--- config.mk ---
export PLATFORM = sky130hd
export DESIGN_NAME = bcd_scan_counter_flat
export DESIGN_NICKNAME = d
export VERILOG_FILES = /design/src/rtl/bcd_scan_counter_if.sv /design/src/rtl/bcd_scan_counter.sv /design/src/flat_wrapper.sv
export SDC_FILE = /design/constraint.sdc
export NUM_CORES = 1
export LEC_CHECK = 0
export BUFFER_PORTS_ARGS = -buffer_cell sky130_fd_sc_hd__buf_2
export CORE_MARGIN = 2
export CORE_UTILIZATION = 45
export DETAILED_ROUTE_END_ITERATION = 10
export PLACE_DENSITY_LB_ADDON = 0.15
export SETUP_SLACK_MARGIN = 0.4
export SLEW_MARGIN = 15
export SYNTH_ARGS = -nofsm -noshare
export SYNTH_HDL_FRONTEND = slang
export SYNTH_SLANG_ARGS = --single-unit
--- constraint.sdc ---
create_clock -name Clk -period 2.38 [get_ports Clk]
set_input_delay 0 -clock Clk [delete_from_list [all_inputs] [get_ports Clk]]
set_output_delay 0 -clock Clk [all_outputs]
set_load 0.01 [all_outputs]
--- src/rtl/bcd_scan_counter_if.sv ---
// Control and display bundle for the BCD scan counter.
// The master drives count control; the slave returns count and scan lines.
interface bcd_scan_counter_if;
   logic        En;
   logic        Up;
   logic        Load;
   logic [15:0] LoadVal;
   logic [15:0] Count;
   logic        Carry;
   logic [3:0]  Bcd;
   logic [3:0]  An;

   modport master (
      output En, Up, Load, LoadVal,
      input  Count, Carry, Bcd, An
   );

   modport slave (
      input  En, Up, Load, LoadVal,
      output Count, Carry, Bcd, An
   );
endinterface

--- src/rtl/bcd_scan_counter.sv ---
// Four-digit BCD up/down counter with a multiplexed digit scanner.
// Define BCD_SCAN_BLANK_EN to blank leading zeros on the digit selects.
module bcd_scan_counter #(
   parameter int TICK_DIV = 50_000_000,
   parameter int SCAN_DIV = 100_000
) (
   input logic              Clk,
   input logic              Rst,
   bcd_scan_counter_if.slave bus
);
   localparam int TW = (TICK_DIV > 1) ? $clog2(TICK_DIV) : 1;
   localparam int SW = (SCAN_DIV > 1) ? $clog2(SCAN_DIV) : 1;
   localparam logic [TW-1:0] TICK_LAST = TW'(TICK_DIV - 1);
   localparam logic [SW-1:0] SCAN_LAST = SW'(SCAN_DIV - 1);

   logic [TW-1:0] tick_cnt;
   logic          tick;
   logic [15:0]   count_q;
   logic          carry_q;
   logic [15:0]   load_clean;
   logic [15:0]   step_val;
   logic          wrap;
   logic [SW-1:0] scan_cnt;
   logic          scan_last;
   logic [1:0]    idx;
   logic [1:0]    idx_n;
   logic [3:0]    an_n;
   logic [3:0]    an_q;
   logic [3:0]    bcd_q;

   assign tick = bus.En && (tick_cnt == TICK_LAST);

   always_ff @(posedge Clk) begin
      if (Rst || bus.Load)
         tick_cnt <= '0;
      else if (bus.En)
         tick_cnt <= tick ? '0 : tick_cnt + TW'(1);
   end

   always_comb begin
      load_clean = '0;
      for (int i = 0; i < 4; i++)
         load_clean[4*i +: 4] = (bus.LoadVal[4*i +: 4] > 4'd9) ?
                                4'd0 : bus.LoadVal[4*i +: 4];
   end

   // Ripple the carry/borrow digit by digit; it survives only past 9s or 0s.
   always_comb begin
      logic [3:0] d;
      step_val = count_q;
      wrap     = 1'b1;
      for (int i = 0; i < 4; i++) begin
         d = count_q[4*i +: 4];
         if (wrap) begin
            if (bus.Up) begin
               if (d == 4'd9) begin
                  step_val[4*i +: 4] = 4'd0;
               end else begin
                  step_val[4*i +: 4] = d + 4'd1;
                  wrap = 1'b0;
               end
            end else begin
               if (d == 4'd0) begin
                  step_val[4*i +: 4] = 4'd9;
               end else begin
                  step_val[4*i +: 4] = d - 4'd1;
                  wrap = 1'b0;
               end
            end
         end
      end
   end

   always_ff @(posedge Clk) begin
      if (Rst) begin
         count_q <= '0;
         carry_q <= 1'b0;
      end else begin
         carry_q <= 1'b0;
         if (bus.Load) begin
            count_q <= load_clean;
         end else if (tick) begin
            count_q <= step_val;
            carry_q <= wrap;
         end
      end
   end

   assign scan_last = (scan_cnt == SCAN_LAST);
   assign idx_n     = scan_last ? idx + 2'd1 : idx;

`ifdef BCD_SCAN_BLANK_EN
   logic [3:1] lead;
   always_comb begin
      lead[3] = (count_q[15:12] == 4'd0);
      lead[2] = lead[3] && (count_q[11:8] == 4'd0);
      lead[1] = lead[2] && (count_q[7:4] == 4'd0);
      an_n    = ~(4'b0001 << idx_n);
      if (idx_n != 2'd0 && lead[idx_n])
         an_n = 4'b1111;
   end
`else
   always_comb begin
      an_n = ~(4'b0001 << idx_n);
   end
`endif

   // Select and digit register together so An and Bcd always agree.
   always_ff @(posedge Clk) begin
      if (Rst) begin
         scan_cnt <= '0;
         idx      <= 2'd0;
         an_q     <= 4'b1110;
         bcd_q    <= 4'd0;
      end else begin
         scan_cnt <= scan_last ? '0 : scan_cnt + SW'(1);
         idx      <= idx_n;
         an_q     <= an_n;
         bcd_q    <= count_q[{idx_n, 2'b00} +: 4];
      end
   end

   assign bus.Count = count_q;
   assign bus.Carry = carry_q;
   assign bus.An    = an_q;
   assign bus.Bcd   = bcd_q;
endmodule

--- src/flat_wrapper.sv ---
// flat-port wrapper written by rule: the top's interface ports become plain ports
module bcd_scan_counter_flat 
#(
   parameter int TICK_DIV = 50_000_000,
   parameter int SCAN_DIV = 100_000
)
  (Clk, Rst, bus_En, bus_Up, bus_Load, bus_LoadVal, bus_Count, bus_Carry, bus_Bcd, bus_An);
  bcd_scan_counter_if bus_i ();
  input logic Clk;
  input logic Rst;
  input wire logic [$bits(bus_i.En)-1:0] bus_En;
  input wire logic [$bits(bus_i.Up)-1:0] bus_Up;
  input wire logic [$bits(bus_i.Load)-1:0] bus_Load;
  input wire logic [$bits(bus_i.LoadVal)-1:0] bus_LoadVal;
  output wire logic [$bits(bus_i.Count)-1:0] bus_Count;
  output wire logic [$bits(bus_i.Carry)-1:0] bus_Carry;
  output wire logic [$bits(bus_i.Bcd)-1:0] bus_Bcd;
  output wire logic [$bits(bus_i.An)-1:0] bus_An;
  assign bus_i.En = bus_En;
  assign bus_i.Up = bus_Up;
  assign bus_i.Load = bus_Load;
  assign bus_i.LoadVal = bus_LoadVal;
  assign bus_Count = bus_i.Count;
  assign bus_Carry = bus_i.Carry;
  assign bus_Bcd = bus_i.Bcd;
  assign bus_An = bus_i.An;
  bcd_scan_counter #(.TICK_DIV(TICK_DIV), .SCAN_DIV(SCAN_DIV)) u_core (.Clk(Clk), .Rst(Rst), .bus(bus_i));
endmodule
==> flow_metrics.py, run 1 <==
metrics = {
    "routing": {
        "drt_pass1_iterations": 4,
        "ant_nets": 0,
        "drcViolationCount": 0,
        "met1Wirelength_mm": 4.75,
        "drt-total-wl_mm": 10.1,
        "routed.top_layer": "met4",
        "vias": 3797,
        "wl_per_cell_um": 14.9,
        "dr_wl_met3_um": 410,
        "dr_wl_met2_mm": 4.79,
        "drt_iter0_drc": 135,
        "viasPerCell": 5.62,
    },
    "synth": {
        "async_flop_share_pct": 0,
        "synth-seq-area-share_pct": 34.7,
        "yosysTopAreaCell": "dfxtp_1",
        "synth_edf_count": 0,
        "synth.top_cell.area_share_pct": 34.7,
        "netlist_top_cells_area": "dfxtp_1 35%, nor2_1 7.1%, xnor2_1 5.6%",
        "post_synth.cell_area_avg_um2": 7.93,
        "ys_seq_elements": 70,
        "syn-num-nets": 532,
        "netlist_instances": 509,
        "synth_cell_types": 67,
        "syn_area_mm2": 0.00404,
        "ys.flop_type": "dfxtp_1",
        "yosys_warnings": 0,
    },
    "sta": {
        "hold_viol_final": 0,
        "worst_pin_slew_ns": 0.600,
        "slew_violations": 0,
        "hold_slack_ns": 0.0244,
        "rsz0062_at_grt": "true",
        "relSlewSlack_pct": 60.0,
        "finalCritPeriodShare_pct": 82.1,
        "fmax_ghz": 0.511,
        "setup_viol": 0,
        "setup_tns_ns": 0,
        "fin_skew_ns": 0.00961,
        "period_minus_slack_ns": 1.96,
    },
    "clock_network": {
        "path_clk_slew_ns": 0.07,
        "clock-sinks": 70,
        "numCtsBuffers": 9,
        "root_buffer": "clkbuf_8",
        "clock_latency_ns": 0.35,
        "cts-htree-levels": 3,
        "cts_tree": "yes",
        "clockBufferDepth": 2,
    },
    "grt": {
        "grt_pass1_vias": 3481,
        "grt_max_degree": 30,
        "grt_pass1_wl_mm": 16.6,
        "antenna_found_initial": 0,
        "grt-ovfl-total": 0,
        "grt_use_total_pct": 20.6,
    },
    "power_and_ir_drop": {
        "power.clock.fraction_pct": 47.3,
        "p_int_mw": 2.23,
        "switchingPower_uw": 660,
        "p_sw_share_pct": 22.9,
        "p_seq_share_pct": 42.9,
        "leakage_nw": 1.82,
        "power_frac_comb_pct": 9.8,
        "power.density_mw_per_mm2": 583,
        "ir_worst_vdd_v": 0.000309,
    },
    "layout": {
        "final_nets": 587,
        "layout-drive-gt1-share_pct": 21.5,
        "diodes": 0,
        "area_growth_pct": 22.8,
    },
    "status": {
        "status": "completed",
    },
    "place": {
        "io_buffers": 45,
        "hpwl_mm": 6.76,
        "place_congestion": 0.812,
    },
    "die": {
        "dieArea_mm2": 0.00974,
        "die_x_um": 98.7,
        "rows": 34,
        "ios": 46,
        "core_mm2": 0.00872,
        "die_h_um": 98.7,
        "start_util_pct": 46.3,
    },
    "worst_setup_path": {
        "cp_slowest_stage_delay_ns": 0.40,
        "critPathKind": "reg2reg",
        "slowest_stage": "dfxtp_1",
        "critical_path.max_fanout": 9,
        "crit_path_end_kind": "flop",
        "path_cells": "nor4_4, and3_4, nand3b_4, or3_1, and3_1, a221oi_2",
        "worstPathArrival_ns": 2.21,
        "start_kind": "flop",
        "required_ns": 2.64,
    },
    "job": {
        "maxCapViolCount": 0,
    },
    "hold_path": {
        "hold_class": "in2reg",
    },
}
-- layout make-up --
type                    instances  area, µm²
repair buffers                 80        538
well taps                     108        135
flip-flops and latches         70       1420
inverters                      15       56.3
clock inverters                 6        159
multi-input cells             388       2520
clock buffers                   9        124
fillers                       818       3770
-- worst max-delay path, delay by kind of cell (launching register included) --
kind	cells	cell delay, ns
compound gates	1	0.20
flops	1	0.40
simple gates	5	1.26
-- power groups by stage --
| stage | Combinational [mW] | Clock [mW] | Sequential, mW |
|---|---|---|---|
| detailed placement | 0.251 | 0 | 1.26 |
| floorplan | 0.186 | 0 | 1.24 |
| global route | 0.316 | 1.43 | 1.24 |
| finish | 0.283 | 1.37 | 1.24 |
| global placement | 0.247 | 0 | 1.26 |
| CTS | 0.277 | 1.38 | 1.23 |
-- flip-flops by register name, summed over array words and instances, names as in the netlist --
name and count:
u_core.bus.An 4, u_core.bus.Carry 1, u_core.tick_cnt 26, u_core.bus.Bcd 4, u_core.idx 2, u_core.bus.Count 16
u_core.scan_cnt 17
-- final timing paths --
check / from / endpoint / slack, ns / cells after the start
min: bus_LoadVal[9] / u_core.bus.Count[9] / 0.02 / 4
max: u_core.tick_cnt[11] / u_core.bus.Count[3] / 0.42 / 6
max reg2reg: u_core.tick_cnt[11] / u_core.bus.Count[3] / 0.42 / 6
min reg2reg: u_core.scan_cnt[0] / u_core.scan_cnt[0] / 0.46 / 1
-- cell usage after synthesis (2+ instances only) --
master	n
a211oi_1	3
a21oi_1	25
a221oi_1	3
a31oi_1	6
a32oi_1	2
a41oi_1	2
and2_1	3
and3_1	7
and4_1	5
buf_2	8
clkbuf_1	25
dfxtp_1	70
ha_1	2
inv_1	14
mux2_2	2
mux2i_1	5
nand2_1	31
nand2b_1	9
nand3_1	32
nand4_1	13
nand4_2	3
nor2_1	76
nor2b_1	4
nor3_1	10
nor3b_1	3
nor4_1	4
nor4_2	2
nor4b_1	2
nor4bb_1	5
o211a_1	2
o21a_1	3
o21ai_0	27
o221ai_1	2
o22ai_1	8
o2bb2ai_1	3
or2_2	5
or3_1	7
xnor2_1	26
xor2_1	22
-- layout by cell type (no fill, tap or decap), types with 4 or more instances in the layout --
cell type and instances:
or3_1 7, dlygate4sd3_1 20, buf_4 15, a31oi_1 6, xnor2_1 26, nand2_1 31, clkbuf_8 9, bufinv_16 5
and3_1 6, o21ai_0 27, inv_1 14, or2_2 5, mux2i_1 5, a21oi_1 25, nand2b_1 9, xor2_1 22
nand4_1 13, nand3_1 32, nor2_1 76, o22ai_1 8, dfxtp_1 56, dfxtp_2 14, nor3_1 9, buf_2 45
nor2b_1 4
-- repair_timing --
item                                    4_1_cts  5_1_grt
buffers inserted                              0        4
endpoints found under the setup margin       10       17
hold endpoints to repair                     13        0
gates resized for setup                       6       27
hold buffers                                 20        0
pin swaps                                     1        3
-- per-stage QoR --
step,total power [mW],cell area [µm²],util (%),setup WS (ns),instances
global route,2.99,4950,56.8,0.318,676
CTS,2.89,4830,55.4,0.404,672
detailed placement,1.51,4320,49.6,0.294,637
floorplan,1.43,4040,-,0.530,509
global placement,1.51,4320,49.6,0.381,637
finish,2.89,4950,56.8,0.425,676
-- cell families after synthesis --
kind of cell / count (synthesis) / synth area share, %
AND/OR/NAND/NOR: 235 / 32.0
AO/OA/AOI/OAI: 96 / 15.2
flip-flops: 70 / 34.7
buffers and inverters: 51 / 5.27
XOR/XNOR: 48 / 10.4
multiplexers: 7 / 1.80
adder cells (fa/ha/maj): 2 / 0.620
-- routing by layer --
layer,track usage [%],vias to the layer above
met5,0,-
met4,5.90,0
met3,4.18,12
met2,34.3,92
met1,27.3,1788
li1,-,1905
(Power assumes the default switching activity.)
==> inputs of run 2 (changes only) <==
==> constraint.sdc (replaced) <==
create_clock -name Clk -period 1.6 [get_ports Clk]
set_input_delay 0 -clock Clk [delete_from_list [all_inputs] [get_ports Clk]]
set_output_delay 0 -clock Clk [all_outputs]
set_load 0.01 [all_outputs]
==> run 2 against run 1 <==
Compared with the run above: the flow now finishes with violations (setup timing); maximum frequency rose by 5.4%; sequential power rose by 47%; via count rose by 18%; non-clock buffer count rose by 122; register-to-register slack got worse by 0.68 ns; core utilization rose by 19 points; clock-buffer cell count did not move; first-iteration DRC count rose by 63%; combinational power rose by 120%.
==> flow_metrics.py, run 2 (synthesis results as in run 1) <==
metrics = {
    "status": {
        "status": "finished with violations",
        "violations": "setup timing",
    },
    "worst_setup_path": {
        "path_cells": "and4_1, nand3_2, nand3b_4, or3_1, and3_1, a221oi_2",
        "cp_top_family": "simple AND/OR/NAND/NOR gates",
        "slowest_stage": "dfxtp_1",
        "critPathKind": "reg2reg",
        "cp_slowest_stage_delay_ns": 0.36,
        "r2r_slack_ns": -0.25,
        "rr_worst_depth": 6,
        "worstPathArrival_ns": 2.12,
        "r2r_end": "u_core.bus.Count[3]",
        "start_kind": "flop",
        "worst-path-buf-inv": 0,
        "crit_path_end_kind": "flop",
        "critical_path.max_fanout": 6,
        "reg2reg_from": "u_core.tick_cnt[6]",
        "required_ns": 1.87,
    },
    "die": {
        "core_mm2": 0.00872,
        "die_h_um": 98.7,
        "rows": 34,
        "die_x_um": 98.7,
        "start_util_pct": 46.3,
        "ios": 46,
        "dieArea_mm2": 0.00974,
    },
    "layout": {
        "area_growth_pct": 63.9,
        "post-route-util_pct": 75.9,
        "final_cell_mix": "102 x buf_4, 45 x buf_2, 39 x nor2_1, 37 x dfxtp_1, 32 x dfxtp_2",
        "final_common_cell": "buf_4",
        "diodes": 0,
        "top_register": "u_core.tick_cnt",
        "final_nets": 710,
        "largest_reg_flops": 26,
        "layout-drive-gt1-share_pct": 52.2,
        "fin_cells": 800,
    },
    "place": {
        "io_buffers": 45,
        "post-place-ws_ns": -0.310,
        "place_congestion": 0.829,
        "dp.cells": 728,
        "hpwl_mm": 7.96,
    },
    "sta": {
        "finalCritPeriodShare_pct": 116,
        "relSlewSlack_pct": 72.8,
        "period_minus_slack_ns": 1.85,
        "fin_skew_ns": 0.0139,
        "hold_slack_ns": 0.0328,
        "rsz0062_at_grt": "true",
        "worst_pin_slew_ns": 0.405,
        "fin_ws_ns": -0.254,
        "slew_violations": 0,
        "hold_viol_final": 0,
        "setup_viol": 49,
        "fmax_ghz": 0.539,
    },
    "clock_network": {
        "clockBufferDepth": 2,
        "cts_tree": "yes",
        "cts-htree-levels": 3,
        "numCtsBuffers": 9,
        "root_buffer": "clkbuf_8",
        "path_clk_slew_ns": 0.09,
        "clock_latency_ns": 0.35,
        "clock-sinks": 70,
    },
    "routing": {
        "vias": 4474,
        "drcViolationCount": 0,
        "drt_iter0_drc": 220,
        "drt-total-wl_mm": 13.6,
        "drt_pass1_iterations": 4,
        "viasPerCell": 5.59,
        "ant_nets": 0,
        "wl_per_cell_um": 16.9,
    },
    "grt": {
        "grt_use_total_pct": 26.6,
        "grt_pass1_vias": 4584,
        "grt-ovfl-total": 0,
        "antenna_found_initial": 0,
        "grt_max_degree": 30,
        "grt_pass1_wl_mm": 21.3,
    },
    "job": {
        "maxCapViolCount": 0,
    },
    "power_and_ir_drop": {
        "leakage_nw": 2.61,
        "ir_worst_vdd_v": 0.000431,
        "power_mw": 3.80,
        "power.density_mw_per_mm2": 575,
    },
    "hold_path": {
        "hold_class": "in2reg",
        "hold_end": "u_core.bus.Count[15]",
        "min_from": "bus_Load",
        "holdPathStages": 3,
    },
}
-- run 2: changes by cell type in the layout (fill, tap and decap cells not counted), moves of 12 or more --
| cell | before | now |
|---|---|---|
| buf_4 | 15 | 102 |
| nor2_1 | 76 | 39 |
| buf_6 | 0 | 29 |
| nor2_2 | 0 | 25 |
| dfxtp_1 | 56 | 37 |
| dfxtp_2 | 14 | 32 |
| nor2_4 | 0 | 12 |
-- run 2: power by group --
part	leakage (nW)	switching, mW	internal, mW
combinational	1.94	0.328	0.306
sequential	0.584	0.0431	1.77
clock	0.0866	0.772	0.579
-- run 2: worst max-delay path by stage --
| stage | from | endpoint | slack (ns) | cells past startpoint |
|---|---|---|---|---|
| floorplan | u_core.tick_cnt[1] | u_core.bus.Count[3] | -0.15 | 8 |
| global placement | u_core.tick_cnt[20] | u_core.bus.Count[14] | -0.29 | 7 |
| CTS | u_core.tick_cnt[1] | u_core.bus.Count[14] | -0.28 | 8 |
| detailed placement | u_core.tick_cnt[20] | u_core.bus.Count[14] | -0.31 | 7 |
| global route | u_core.tick_cnt[21] | u_core.bus.Count[10] | -0.31 | 8 |
| finish | u_core.tick_cnt[6] | u_core.bus.Count[3] | -0.25 | 6 |
-- run 2: tightest hold or removal path, delay by kind of cell --
kind	cells	cell delay, ns
AND/OR/NAND/NOR	1	0.10
buffers and inverters	1	0.20
AO/OA/AOI/OAI	1	0.05
-- run 2: final cells by class --
type / count / area [µm²]
timing repair buffer: 202 / 1670
sequential: 70 / 1450
clock inverter: 7 / 55.1
fill: 595 / 2100
clock buffer: 9 / 124
inverter: 15 / 56.3
multi-input combinational: 389 / 3130
tap: 108 / 135
-- run 2: layer usage --
layer  routed length (µm)  track usage, %
met2                 7010            46.9
met4                  237            9.06
met3                  511            4.11
met5                    0               0
met1                 5790            33.2
-- run 2: timing repair --
item | CTS | global route
resized for setup | 99 | 77
endpoints found under the setup margin | 70 | 70
pin swaps | 53 | 23
hold buffers | 19 | 0
setup buffers | 22 | 11
endpoints found under the hold margin | 13 | 0
cloned | 4 | 0
-- run 2: metrics by stage --
stage | area [µm²] | TNS, ns
4_1_cts | 6190 | -6.65
3_5_place_dp | 5200 | -8.30
2_1_floorplan | 4260 | -0.904
3_3_place_gp | 5200 | -6.78
6_report | 6620 | -7.24
5_1_grt | 6620 | -11.46
==> inputs of run 3 (changes only) <==
--- a/config.mk
+++ b/config.mk
@@ -9,8 +9,7 @@
 export CORE_MARGIN = 2
 export CORE_UTILIZATION = 45
 export DETAILED_ROUTE_END_ITERATION = 10
-export PLACE_DENSITY_LB_ADDON = 0.15
-export SETUP_SLACK_MARGIN = 0.4
+export PLACE_DENSITY = 0.66
 export SLEW_MARGIN = 15
 export SYNTH_ARGS = -nofsm -noshare
 export SYNTH_HDL_FRONTEND = slang
==> run 3 against run 2 <==
Compared with the run above: the run still ends with setup timing left; core utilization down 2.2 points; power up 1.9%; highest routed layer unchanged; final cell count down 1.4%; non-clock buffer count down 10; maximum frequency down 2.9%; largest power group unchanged.
==> flow_metrics.py, run 3 (synthesis results as in run 1) <==
metrics = {
    "worst_setup_path": {
        "required_ns": 1.83,
        "cp_slowest_stage_delay_ns": 0.36,
        "path_cells": "buf_4, nor4b_1, and4b_1, and4_4, buf_6, a21oi_4, mux2i_1, nor2_1",
        "slowest_stage": "nor4b_1",
        "rr_worst_depth": 8,
        "reg2reg_from": "u_core.tick_cnt[7]",
        "r2r_slack_ns": -0.31,
        "crit_path_end_kind": "flop",
        "r2r_end": "u_core.bus.Count[13]",
        "critical_path.max_fanout": 5,
        "start_kind": "flop",
        "worstPathArrival_ns": 2.13,
        "critPathKind": "reg2reg",
    },
    "routing": {
        "drt-total-wl_mm": 12.6,
        "wl_per_cell_um": 16.0,
        "drcViolationCount": 0,
        "viasPerCell": 5.53,
        "drt_iter0_drc": 251,
        "ant_nets": 0,
        "vias": 4367,
        "drt_pass1_iterations": 5,
    },
    "sta": {
        "hold_viol_final": 0,
        "fmax_ghz": 0.524,
        "relSlewSlack_pct": 61.3,
        "slew_violations": 0,
        "setup_tns_ns": -9.00,
        "worst_pin_slew_ns": 0.580,
        "rsz0062_at_grt": "true",
        "period_minus_slack_ns": 1.91,
        "setup_viol": 50,
        "finalCritPeriodShare_pct": 119,
        "fin_ws_ns": -0.309,
        "fin_skew_ns": 0.0155,
    },
    "layout": {
        "diodes": 0,
        "largest_reg_flops": 26,
        "final_common_cell": "buf_4",
        "fin_cells": 789,
        "layout-drive-gt1-share_pct": 45.8,
        "final_nets": 699,
        "final_cell_mix": "97 x buf_4, 51 x nor2_1, 46 x dfxtp_1, 45 x buf_2, 30 x nand2_1",
        "area_growth_pct": 59.1,
        "top_register": "u_core.tick_cnt",
    },
    "die": {
        "ios": 46,
        "die_h_um": 98.7,
        "start_util_pct": 46.3,
        "core_mm2": 0.00872,
        "die_x_um": 98.7,
        "dieArea_mm2": 0.00974,
        "rows": 34,
    },
    "power_and_ir_drop": {
        "power.density_mw_per_mm2": 604,
        "leakage_nw": 2.52,
        "p_seq_share_pct": 46.8,
        "power_frac_comb_pct": 15.1,
        "p_int_mw": 2.86,
        "ir_worst_vdd_v": 0.000530,
        "switchingPower_mw": 1.02,
        "power_mw": 3.88,
        "power.clock.fraction_pct": 38.1,
        "p_sw_share_pct": 26.3,
    },
    "job": {
        "maxCapViolCount": 0,
    },
    "clock_network": {
        "path_clk_slew_ns": 0.08,
        "cts_tree": "yes",
        "clock-sinks": 70,
        "numCtsBuffers": 9,
        "root_buffer": "clkbuf_8",
        "clock_latency_ns": 0.35,
        "clockBufferDepth": 2,
        "cts-htree-levels": 3,
    },
    "place": {
        "post-place-ws_ns": -0.285,
        "hpwl_mm": 7.69,
        "place_congestion": 0.857,
        "dp.cells": 727,
        "io_buffers": 45,
    },
    "hold_path": {
        "hold_end": "u_core.bus.Count[0]",
        "min_from": "bus_LoadVal[2]",
        "hold_class": "in2reg",
        "holdPathStages": 4,
    },
    "grt": {
        "grt-ovfl-total": 0,
        "grt_max_degree": 29,
        "grt_pass1_wl_mm": 19.7,
        "grt_pass1_vias": 4354,
        "grt_use_total_pct": 24.4,
        "antenna_found_initial": 0,
    },
    "status": {
        "status": "finished with violations",
        "violations": "setup timing",
    },
}
[run 3: timing repair]
action | in CTS | in global routing
endpoints found under the hold margin | 13 | 0
setup endpoints to repair | 49 | 57
pin swaps | 47 | 46
gates cloned | 2 | 1
buffers inserted | 16 | 7
hold buffers | 23 | 0
resized for setup | 85 | 81
[run 3: power groups by stage]
stage | logic (mW) | registers [mW] | clock network, mW
2_1_floorplan | 0.296 | 1.86 | 0
3_3_place_gp | 0.459 | 1.85 | 0
3_5_place_dp | 0.467 | 1.86 | 0
4_1_cts | 0.557 | 1.82 | 1.50
5_1_grt | 0.638 | 1.82 | 1.57
6_report | 0.586 | 1.81 | 1.48
[run 3: per-layer routing]
metal / share of wire, % / track usage, % / wire length, µm / vias to the layer above
li1: - / - / - / 2130
met1: 42 / 30.8 / 5350 / 2090
met2: 52 / 42.9 / 6560 / 129
met3: 4.3 / 4.11 / 548 / 18
met4: 1.5 / 7.27 / 185 / 0
met5: 0 / 0 / 0 / -
[run 3: how the worst max path moves through the flow]
stage | startpoint | to | slack, ns | cells past startpoint
floorplan | u_core.tick_cnt[1] | u_core.bus.Count[3] | -0.15 | 8
global placement | u_core.tick_cnt[20] | u_core.bus.Count[13] | -0.29 | 8
detailed placement | u_core.tick_cnt[20] | u_core.bus.Count[13] | -0.28 | 8
CTS | u_core.tick_cnt[0] | u_core.bus.Count[12] | -0.25 | 8
global route | u_core.tick_cnt[7] | u_core.bus.Count[8] | -0.39 | 7
finish | u_core.tick_cnt[7] | u_core.bus.Count[13] | -0.31 | 8
[run 3: per-stage QoR]
stage | hold WS [ns] | area, µm² | util, %
2_1_floorplan | 0.101 | 4170 | -
3_3_place_gp | 0.214 | 5120 | 58.7
3_5_place_dp | 0.232 | 5120 | 58.7
4_1_cts | 0.00780 | 6060 | 69.5
5_1_grt | 0.0697 | 6420 | 73.6
6_report | 0.0392 | 6420 | 73.6
[run 3: cell type report]
type	count	area [µm²]
well taps	108	135
clock inverters	3	42.5
repair buffers	192	1540
flip-flops and latches	70	1430
fillers	630	2300
inverters	15	56.3
multi-input cells	388	3060
clock buffers	13	159
[run 3: critical path, delay by kind of cell, from the launching register on]
| family | cells | cell delay, ns |
|---|---|---|
| and+or+nand+nor | 4 | 0.99 |
| DFF | 1 | 0.34 |
| AOI/OAI and AO/OA | 1 | 0.05 |
| buffers and inverters | 2 | 0.26 |
| muxes | 1 | 0.16 |
